`src/rtl/spi_pwm_host_pkg.sv`:
```
// Shared definitions for the SPI link to the 7-channel PWM driver:
// frame layout constants, pulse counts and the host FSM state type.
package spi_pwm_host_pkg;

    localparam int unsigned SPI_WRITE_FLAG_BIT  = 7;
    localparam int unsigned SPI_ADDR_BITS       = 3;
    localparam int unsigned PWM_NUM_CHANNELS    = 7;
    localparam int unsigned SPI_WR_PULSES       = 16;
    localparam int unsigned SPI_RD_PULSES       = 17;
    localparam int unsigned SPI_RD_FIRST_SAMPLE = 10;

    typedef enum logic [2:0] {
        StIdle,
        StSetup,
        StHigh,
        StLow,
        StGap
    } spi_state_e;

    // 17-bit shift word: byte0, byte1, then the trailing 0 sent on read pulse 17.
    function automatic logic [16:0] build_frame(input logic                     wr,
                                                input logic [SPI_ADDR_BITS-1:0] addr,
                                                input logic [7:0]               wdata);
        logic [7:0] byte0;
        byte0                     = 8'h00;
        byte0[SPI_WRITE_FLAG_BIT] = wr;
        byte0[SPI_ADDR_BITS-1:0]  = addr;
        return {byte0, (wr ? wdata : 8'h00), 1'b0};
    endfunction

endpackage

```
`src/rtl/spi_pwm_host_sync_2ff.sv`:
```
// Two-flop synchroniser for a single asynchronous input; clears to 0 on
// synchronous active-low reset.
module spi_pwm_host_sync_2ff (
    input  logic clk_i,
    input  logic rst_ni,
    input  logic d_i,
    output logic q_o
);

    logic meta_q;
    logic sync_q;

    always_ff @(posedge clk_i) begin
        if (!rst_ni) begin
            meta_q <= 1'b0;
            sync_q <= 1'b0;
        end else begin
            meta_q <= d_i;
            sync_q <= meta_q;
        end
    end

    assign q_o = sync_q;

endmodule

```
`src/rtl/spi_pwm_host.sv`:
```
// SPI initiator for the PWM driver: serialises one write/read command per
// cs frame and returns read data with a one-cycle response pulse.
module spi_pwm_host
    import spi_pwm_host_pkg::*;
#(
    parameter int unsigned CLK_DIV = 4,
    parameter int unsigned CS_GAP  = 4
) (
    input  logic                     clk,
    input  logic                     reset_n,
    input  logic                     cmd_valid,
    output logic                     cmd_ready,
    input  logic                     cmd_write,
    input  logic [SPI_ADDR_BITS-1:0] cmd_addr,
    input  logic [7:0]               cmd_wdata,
    output logic                     rsp_valid,
    output logic [7:0]               rsp_rdata,
    output logic                     busy,
    output logic                     sclk,
    output logic                     cs,
    output logic                     mosi,
    input  logic                     miso
);

    localparam logic [7:0] PhaseLast = 8'(CLK_DIV - 1);
    localparam logic [7:0] GapLast   = 8'(CS_GAP - 1);
    localparam logic [4:0] WrPulses  = 5'(SPI_WR_PULSES);
    localparam logic [4:0] RdPulses  = 5'(SPI_RD_PULSES);
    localparam logic [4:0] RdFirst   = 5'(SPI_RD_FIRST_SAMPLE);

    spi_state_e  state_q, state_d;
    logic [7:0]  phase_q, phase_d;
    logic [4:0]  pulse_q, pulse_d;
    logic [4:0]  target_q, target_d;
    logic [16:0] shift_q, shift_d;
    logic        rd_q, rd_d;
    logic [7:0]  rdata_q, rdata_d;

    logic        cs_q, cs_d;
    logic        sclk_q, sclk_d;
    logic        mosi_q, mosi_d;
    logic        ready_q, ready_d;
    logic        busy_q, busy_d;
    logic        rsp_valid_q, rsp_valid_d;
    logic [7:0]  rsp_rdata_q, rsp_rdata_d;

    logic        miso_s;
    logic [4:0]  pulse_nxt;

    spi_pwm_host_sync_2ff u_miso_sync (
        .clk_i  (clk),
        .rst_ni (reset_n),
        .d_i    (miso),
        .q_o    (miso_s)
    );

    assign pulse_nxt = pulse_q + 5'd1;

    always_ff @(posedge clk) begin
        if (!reset_n) begin
            state_q     <= StIdle;
            phase_q     <= 8'd0;
            pulse_q     <= 5'd0;
            target_q    <= 5'd0;
            shift_q     <= 17'd0;
            rd_q        <= 1'b0;
            rdata_q     <= 8'd0;
            cs_q        <= 1'b1;
            sclk_q      <= 1'b0;
            mosi_q      <= 1'b0;
            ready_q     <= 1'b1;
            busy_q      <= 1'b0;
            rsp_valid_q <= 1'b0;
            rsp_rdata_q <= 8'd0;
        end else begin
            state_q     <= state_d;
            phase_q     <= phase_d;
            pulse_q     <= pulse_d;
            target_q    <= target_d;
            shift_q     <= shift_d;
            rd_q        <= rd_d;
            rdata_q     <= rdata_d;
            cs_q        <= cs_d;
            sclk_q      <= sclk_d;
            mosi_q      <= mosi_d;
            ready_q     <= ready_d;
            busy_q      <= busy_d;
            rsp_valid_q <= rsp_valid_d;
            rsp_rdata_q <= rsp_rdata_d;
        end
    end

    always_comb begin
        state_d  = state_q;
        phase_d  = phase_q;
        pulse_d  = pulse_q;
        target_d = target_q;
        shift_d  = shift_q;
        rd_d     = rd_q;
        rdata_d  = rdata_q;
        unique case (state_q)
            StIdle: begin
                if (cmd_valid) begin
                    state_d  = StSetup;
                    phase_d  = 8'd0;
                    pulse_d  = 5'd0;
                    target_d = cmd_write ? WrPulses : RdPulses;
                    rd_d     = !cmd_write;
                    shift_d  = build_frame(cmd_write, cmd_addr, cmd_wdata);
                    rdata_d  = 8'd0;
                end
            end
            StSetup: begin
                if (phase_q == PhaseLast) begin
                    state_d = StHigh;
                    phase_d = 8'd0;
                end else begin
                    phase_d = phase_q + 8'd1;
                end
            end
            StHigh: begin
                if (phase_q == PhaseLast) begin
                    state_d = StLow;
                    phase_d = 8'd0;
                    pulse_d = pulse_nxt;
                    shift_d = {shift_q[15:0], 1'b0};
                    if (rd_q && (pulse_nxt >= RdFirst)) begin
                        rdata_d = {rdata_q[6:0], miso_s};
                    end
                end else begin
                    phase_d = phase_q + 8'd1;
                end
            end
            StLow: begin
                if (phase_q == PhaseLast) begin
                    state_d = (pulse_q == target_q) ? StGap : StHigh;
                    phase_d = 8'd0;
                end else begin
                    phase_d = phase_q + 8'd1;
                end
            end
            StGap: begin
                if (phase_q == GapLast) begin
                    state_d = StIdle;
                    phase_d = 8'd0;
                end else begin
                    phase_d = phase_q + 8'd1;
                end
            end
            default: begin
                state_d = StIdle;
                phase_d = 8'd0;
            end
        endcase
    end

    // Outputs are registered from the next state so they change on the same
    // edge as the state they belong to.
    always_comb begin
        cs_d        = !((state_d == StSetup) || (state_d == StHigh) || (state_d == StLow));
        sclk_d      = (state_d == StHigh);
        mosi_d      = !cs_d && shift_d[16];
        ready_d     = (state_d == StIdle);
        busy_d      = (state_d != StIdle);
        rsp_valid_d = (state_d == StGap) && (state_q != StGap);
        rsp_rdata_d = rsp_rdata_q;
        if (rsp_valid_d) begin
            rsp_rdata_d = rd_q ? rdata_q : 8'h00;
        end
    end

    assign cs        = cs_q;
    assign sclk      = sclk_q;
    assign mosi      = mosi_q;
    assign cmd_ready = ready_q;
    assign busy      = busy_q;
    assign rsp_valid = rsp_valid_q;
    assign rsp_rdata = rsp_rdata_q;

endmodule

```
`config.mk`:
```
export PLATFORM = sky130hd
export DESIGN_NAME = spi_pwm_host
export DESIGN_NICKNAME = d
export VERILOG_FILES = /design/src/rtl/spi_pwm_host_pkg.sv /design/src/rtl/spi_pwm_host_sync_2ff.sv /design/src/rtl/spi_pwm_host.sv
export SDC_FILE = /design/constraint.sdc
export NUM_CORES = 1
export LEC_CHECK = 0
export CORE_AREA = 2 2 73 75
export DETAILED_ROUTE_END_ITERATION = 6
export DIE_AREA = 0 0 75 77
export PLACE_DENSITY_LB_ADDON = 0.3
export SYNTH_ARGS = -nofsm -noshare
export SYNTH_HDL_FRONTEND = slang
export SYNTH_SLANG_ARGS = --single-unit
export TNS_END_PERCENT = 20
```
`constraint.sdc`:
```
create_clock -name clk -period 4.38 [get_ports clk]
set_input_delay 0.657 -clock clk [delete_from_list [all_inputs] [get_ports clk]]
set_output_delay 0.657 -clock clk [all_outputs]
set_load 0.01 [all_outputs]
```
==> out/qor.txt <==
DRT
-----------------------------------------------------------------------------------------------
Drc violations                                                                                0
Total Routed Length                                                                     4830 um
Count of nets left with antenna violations after detail routing                               0
Post-detailed-route wirelength per cell                                                 12.9 um
Vias/cell                                                                                  5.25
Number of DRC markers in iteration 0                                                         71
Vias                                                                                       1970
Pre-Repair DR Iteration Count                                                                 4

WORST SETUP PATH
-----------------------------------------------------------------------------------------------
Critical Path Fanout Max                                                                     22
Count of buffer and inverter cells on the critical path                                       2
Critical Path, Cell by Cell                                                        clkdlybuf4s50_1 > clkinv_1 > nor4_2 > a22o_1
CP Launch Type                                                                        input pin
Reg2Reg Launch Point                                                                 phase_q[0]
Setup crit end kind                                                                        flop
Worst setup startpoint                                                                  reset_n
Top Family by Delay on Critical Path                                               buffers and inverters
Critical path depth                                                                           4
Endpoint arrival time on the critical path                                              2.96 ns
Largest incremental delay on the critical path                                          0.87 ns
Depth of the worst register-to-register path                                                  5
Worst Path Class, Setup                                                               in -> reg
Worst-path cell with the longest stage delay                                       sky130_fd_sc_hd__nor4_2
Required time worst endpoint                                                            4.66 ns

GLOBAL ROUTE
-----------------------------------------------------------------------------------------------
Via count of the first global-routing pass                                                 1874
Pin count of the biggest net entering global routing                                         23
Overflow left after global routing                                                            0
Global router's overall resource usage                                                    0.188
Number of antenna violations at the first check in global routing                             0
Global-route wire length before repair                                                  8360 um

LAYOUT
-----------------------------------------------------------------------------------------------
Area taken by flip-flops and latches                                               0.00116 mm^2
Final standard cell area without fillers                                           0.00294 mm^2
Total Nets Final                                                                            319
Area Overhead vs Synth                                                                    21.5%
End-of-flow core utilization                                                              0.590
Footprint of the multi-input gates                                                 0.00115 mm^2
Antenna diode count                                                                           0
Final non-filler cell total                                                                 375
Number of fill cells in the layout                                                          472
Ratio of cells with drive above 1 in the final layout                                    0.0787

SYNTH
-----------------------------------------------------------------------------------------------
Syn nets                                                                                    293
Synthesized netlist cell count                                                              274
Commonest cells in the synthesized netlist                                         sky130_fd_sc_hd__dfxtp_1 (58), sky130_fd_sc_hd__nand2_1 (39), sky130_fd_sc_hd__nor2_1 (29), sky130_fd_sc_hd__a21oi_1 (23), sky130_fd_sc_hd__nand3_1 (23)
Top cells by area, synth                                                           sky130_fd_sc_hd__dfxtp_1 (48%), sky130_fd_sc_hd__nand2_1 (6.1%), sky130_fd_sc_hd__a21oi_1 (4.8%)
Register bit count reported by yosys                                                         58
Average cell area after synthesis                                                     8.82 um^2
Count leader, synth                                                                sky130_fd_sc_hd__dfxtp_1
Most area-hungry cell type in the Yosys netlist                                    sky130_fd_sc_hd__dfxtp_1
Synth Warn #                                                                                  0
Post-synthesis sequential area ratio                                                      0.481
Post-synthesis cell type count                                                               40
FFs w/ async S/R, synth                                                                       0
Cell area after technology mapping                                                 0.00242 mm^2
Number of synthesized flops with an enable pin                                                0
Top FF cell, synth                                                                 sky130_fd_sc_hd__dfxtp_1
Area share of the leading cell type in the synthesized netlist                            0.481

MIN PATH
-----------------------------------------------------------------------------------------------
Hold path startpoint                                                               u_miso_sync.meta_q
Hold crit path type                                                                  reg -> reg
WHS Path Cells                                                                                1

STA
-----------------------------------------------------------------------------------------------
RSZ-0062 raised after global routing                                                         no
Total of endpoints with negative setup slack in the final report                              0
Remaining max-slew budget at the tightest pin                                             0.490
Peak Freq                                                                               373 MHz
Clock Skews                                                                          0.00735 ns
Tightest Pin Transition                                                                0.759 ns
Accumulated negative setup slack                                                           0 ns
Post-route minimum period                                                               2.68 ns
Max-slew violation count                                                                      0
Final Hold Slack                                                                       0.440 ns
Hold Violations, Final                                                                        0
Share of the clock period used by the worst path after layout                             0.612
Final critical-path setup slack                                                         1.70 ns

CLOCKING
-----------------------------------------------------------------------------------------------
Clock tree sinks                                                                             58
H-tree Lvls                                                                                   3
Number of buffers on the longest clock path                                                   2
TritonCTS Buffers                                                                             9
CTS Hold Bufs                                                                                 0
Number of buffers inserted by post-CTS setup repair                                           0
Post_cts resized                                                                              0
Clock latency of the later-clocked register in the worst-skew pair                      0.34 ns
Clock input transition at the sequential cells of the worst setup and hold paths        0.06 ns
Buffer cell driving the clock tree root                                            sky130_fd_sc_hd__clkbuf_8
Clock tree from TritonCTS                                                                   yes

PLACEMENT
-----------------------------------------------------------------------------------------------
Post-detailed-placement half-perimeter wirelength                                       3180 um
Pre-CTS setup slack                                                                     1.37 ns
Cell count after placement                                                                  359
Gpl congestion                                                                            0.841
Placed cell areas                                                                  0.00272 mm^2
PortBufs                                                                                     29

RUN
-----------------------------------------------------------------------------------------------
Maximum Capacitance Violations                                                                0

POWER AND IR DROP
-----------------------------------------------------------------------------------------------
P per Cell Area                                                                     394 mW/mm^2
LEAKAGE                                                                                 1.01 nW
Tot Pwr                                                                                 1.16 mW
Peak supply drop                                                                         234 uV

FLOORPLANNING
-----------------------------------------------------------------------------------------------
Die ar.                                                                            0.00578 mm^2
Die height                                                                                77 um
Total number of placement rows                                                               26
CORE AREA                                                                          0.00498 mm^2
DIE WIDTH                                                                                 75 um
Initial core utilization                                                                  0.485
Num ports                                                                                    30

STATUS
-----------------------------------------------------------------------------------------------
Run status                                                                         finished, final reports clean

-- power breakdown --
| part | switching [mW] | internal (mW) | total [mW] |
|---|---|---|---|
| registers | 0.00972 | 0.539 | 0.549 |
| clock network | 0.208 | 0.334 | 0.542 |
| logic | 0.0328 | 0.0323 | 0.0651 |
-- layer usage --
metal / up-vias / global-route usage / part of all wire
li1: 1016 / - / -
met1: 891 / 0.240 / 0.47
met2: 52 / 0.284 / 0.46
met3: 11 / 0.0618 / 0.050
met4: 0 / 0.0875 / 0.025
met5: - / 0 / 0
-- worst paths after layout --
| path | endpoint | slack (ns) |
|---|---|---|
| max reg2reg | rdata_q[3] | 1.91 |
| min reg2reg | u_miso_sync.q_o | 0.44 |
| max | rdata_q[3] | 1.70 |
| min | u_miso_sync.q_o | 0.44 |
-- worst register-to-register path: cells and delay by family (launching register included) --
family	cells	cell delay (ns)
AO/OA/AOI/OAI	1	0.18
adder cells (fa/ha/maj)	1	0.24
flip-flops	1	0.39
AND/OR/NAND/NOR	3	1.60
-- cell type report --
class,count,share of cell area
Sequential cell,58,0.396
Multi-Input combinational cell,197,0.393
Timing Repair Buffer,30,0.101
Clock buffer,11,0.0482
Tap cell,70,0.0298
Clock inverter,5,0.0264
Inverter,4,0.00512
-- kinds of logic (layout without fill, tap and decap cells) --
logic type,count (synthesis),in the layout,synth area share
flip-flops,58,58,0.481
AO/OA/AOI/OAI,56,56,0.141
adder cells (fa/ha/maj),3,3,0.0155
buffers and inverters,19,50,0.0414
AND/OR/NAND/NOR,126,126,0.278
XOR/XNOR,12,12,0.0435
-- flip-flops by register name (all words and copies together) (netlist names) --
name                count
pulse_q                 5
cs                      1
phase_q                 8
sclk                    1
rdata_q                 8
cmd_ready               1
rsp_rdata               8
busy                    1
u_miso_sync.meta_q      1
mosi                    1
u_miso_sync.q_o         1
rsp_valid               1
state_q                 3
target_q                2
shift_q                16
-- cell usage in the layout, fill, tap and decap left out, drive strengths merged, types with 8 or more instances in the layout --
cell	synthesis	final
dfxtp	58	58
nand2	39	39
nor2	29	29
a31oi	11	11
nand3	24	24
o21ai	8	8
clkbuf	5	11
a22o	8	8
a21oi	23	23
clkdlybuf4s50	0	29
Power figures use the tool's default switching activity.
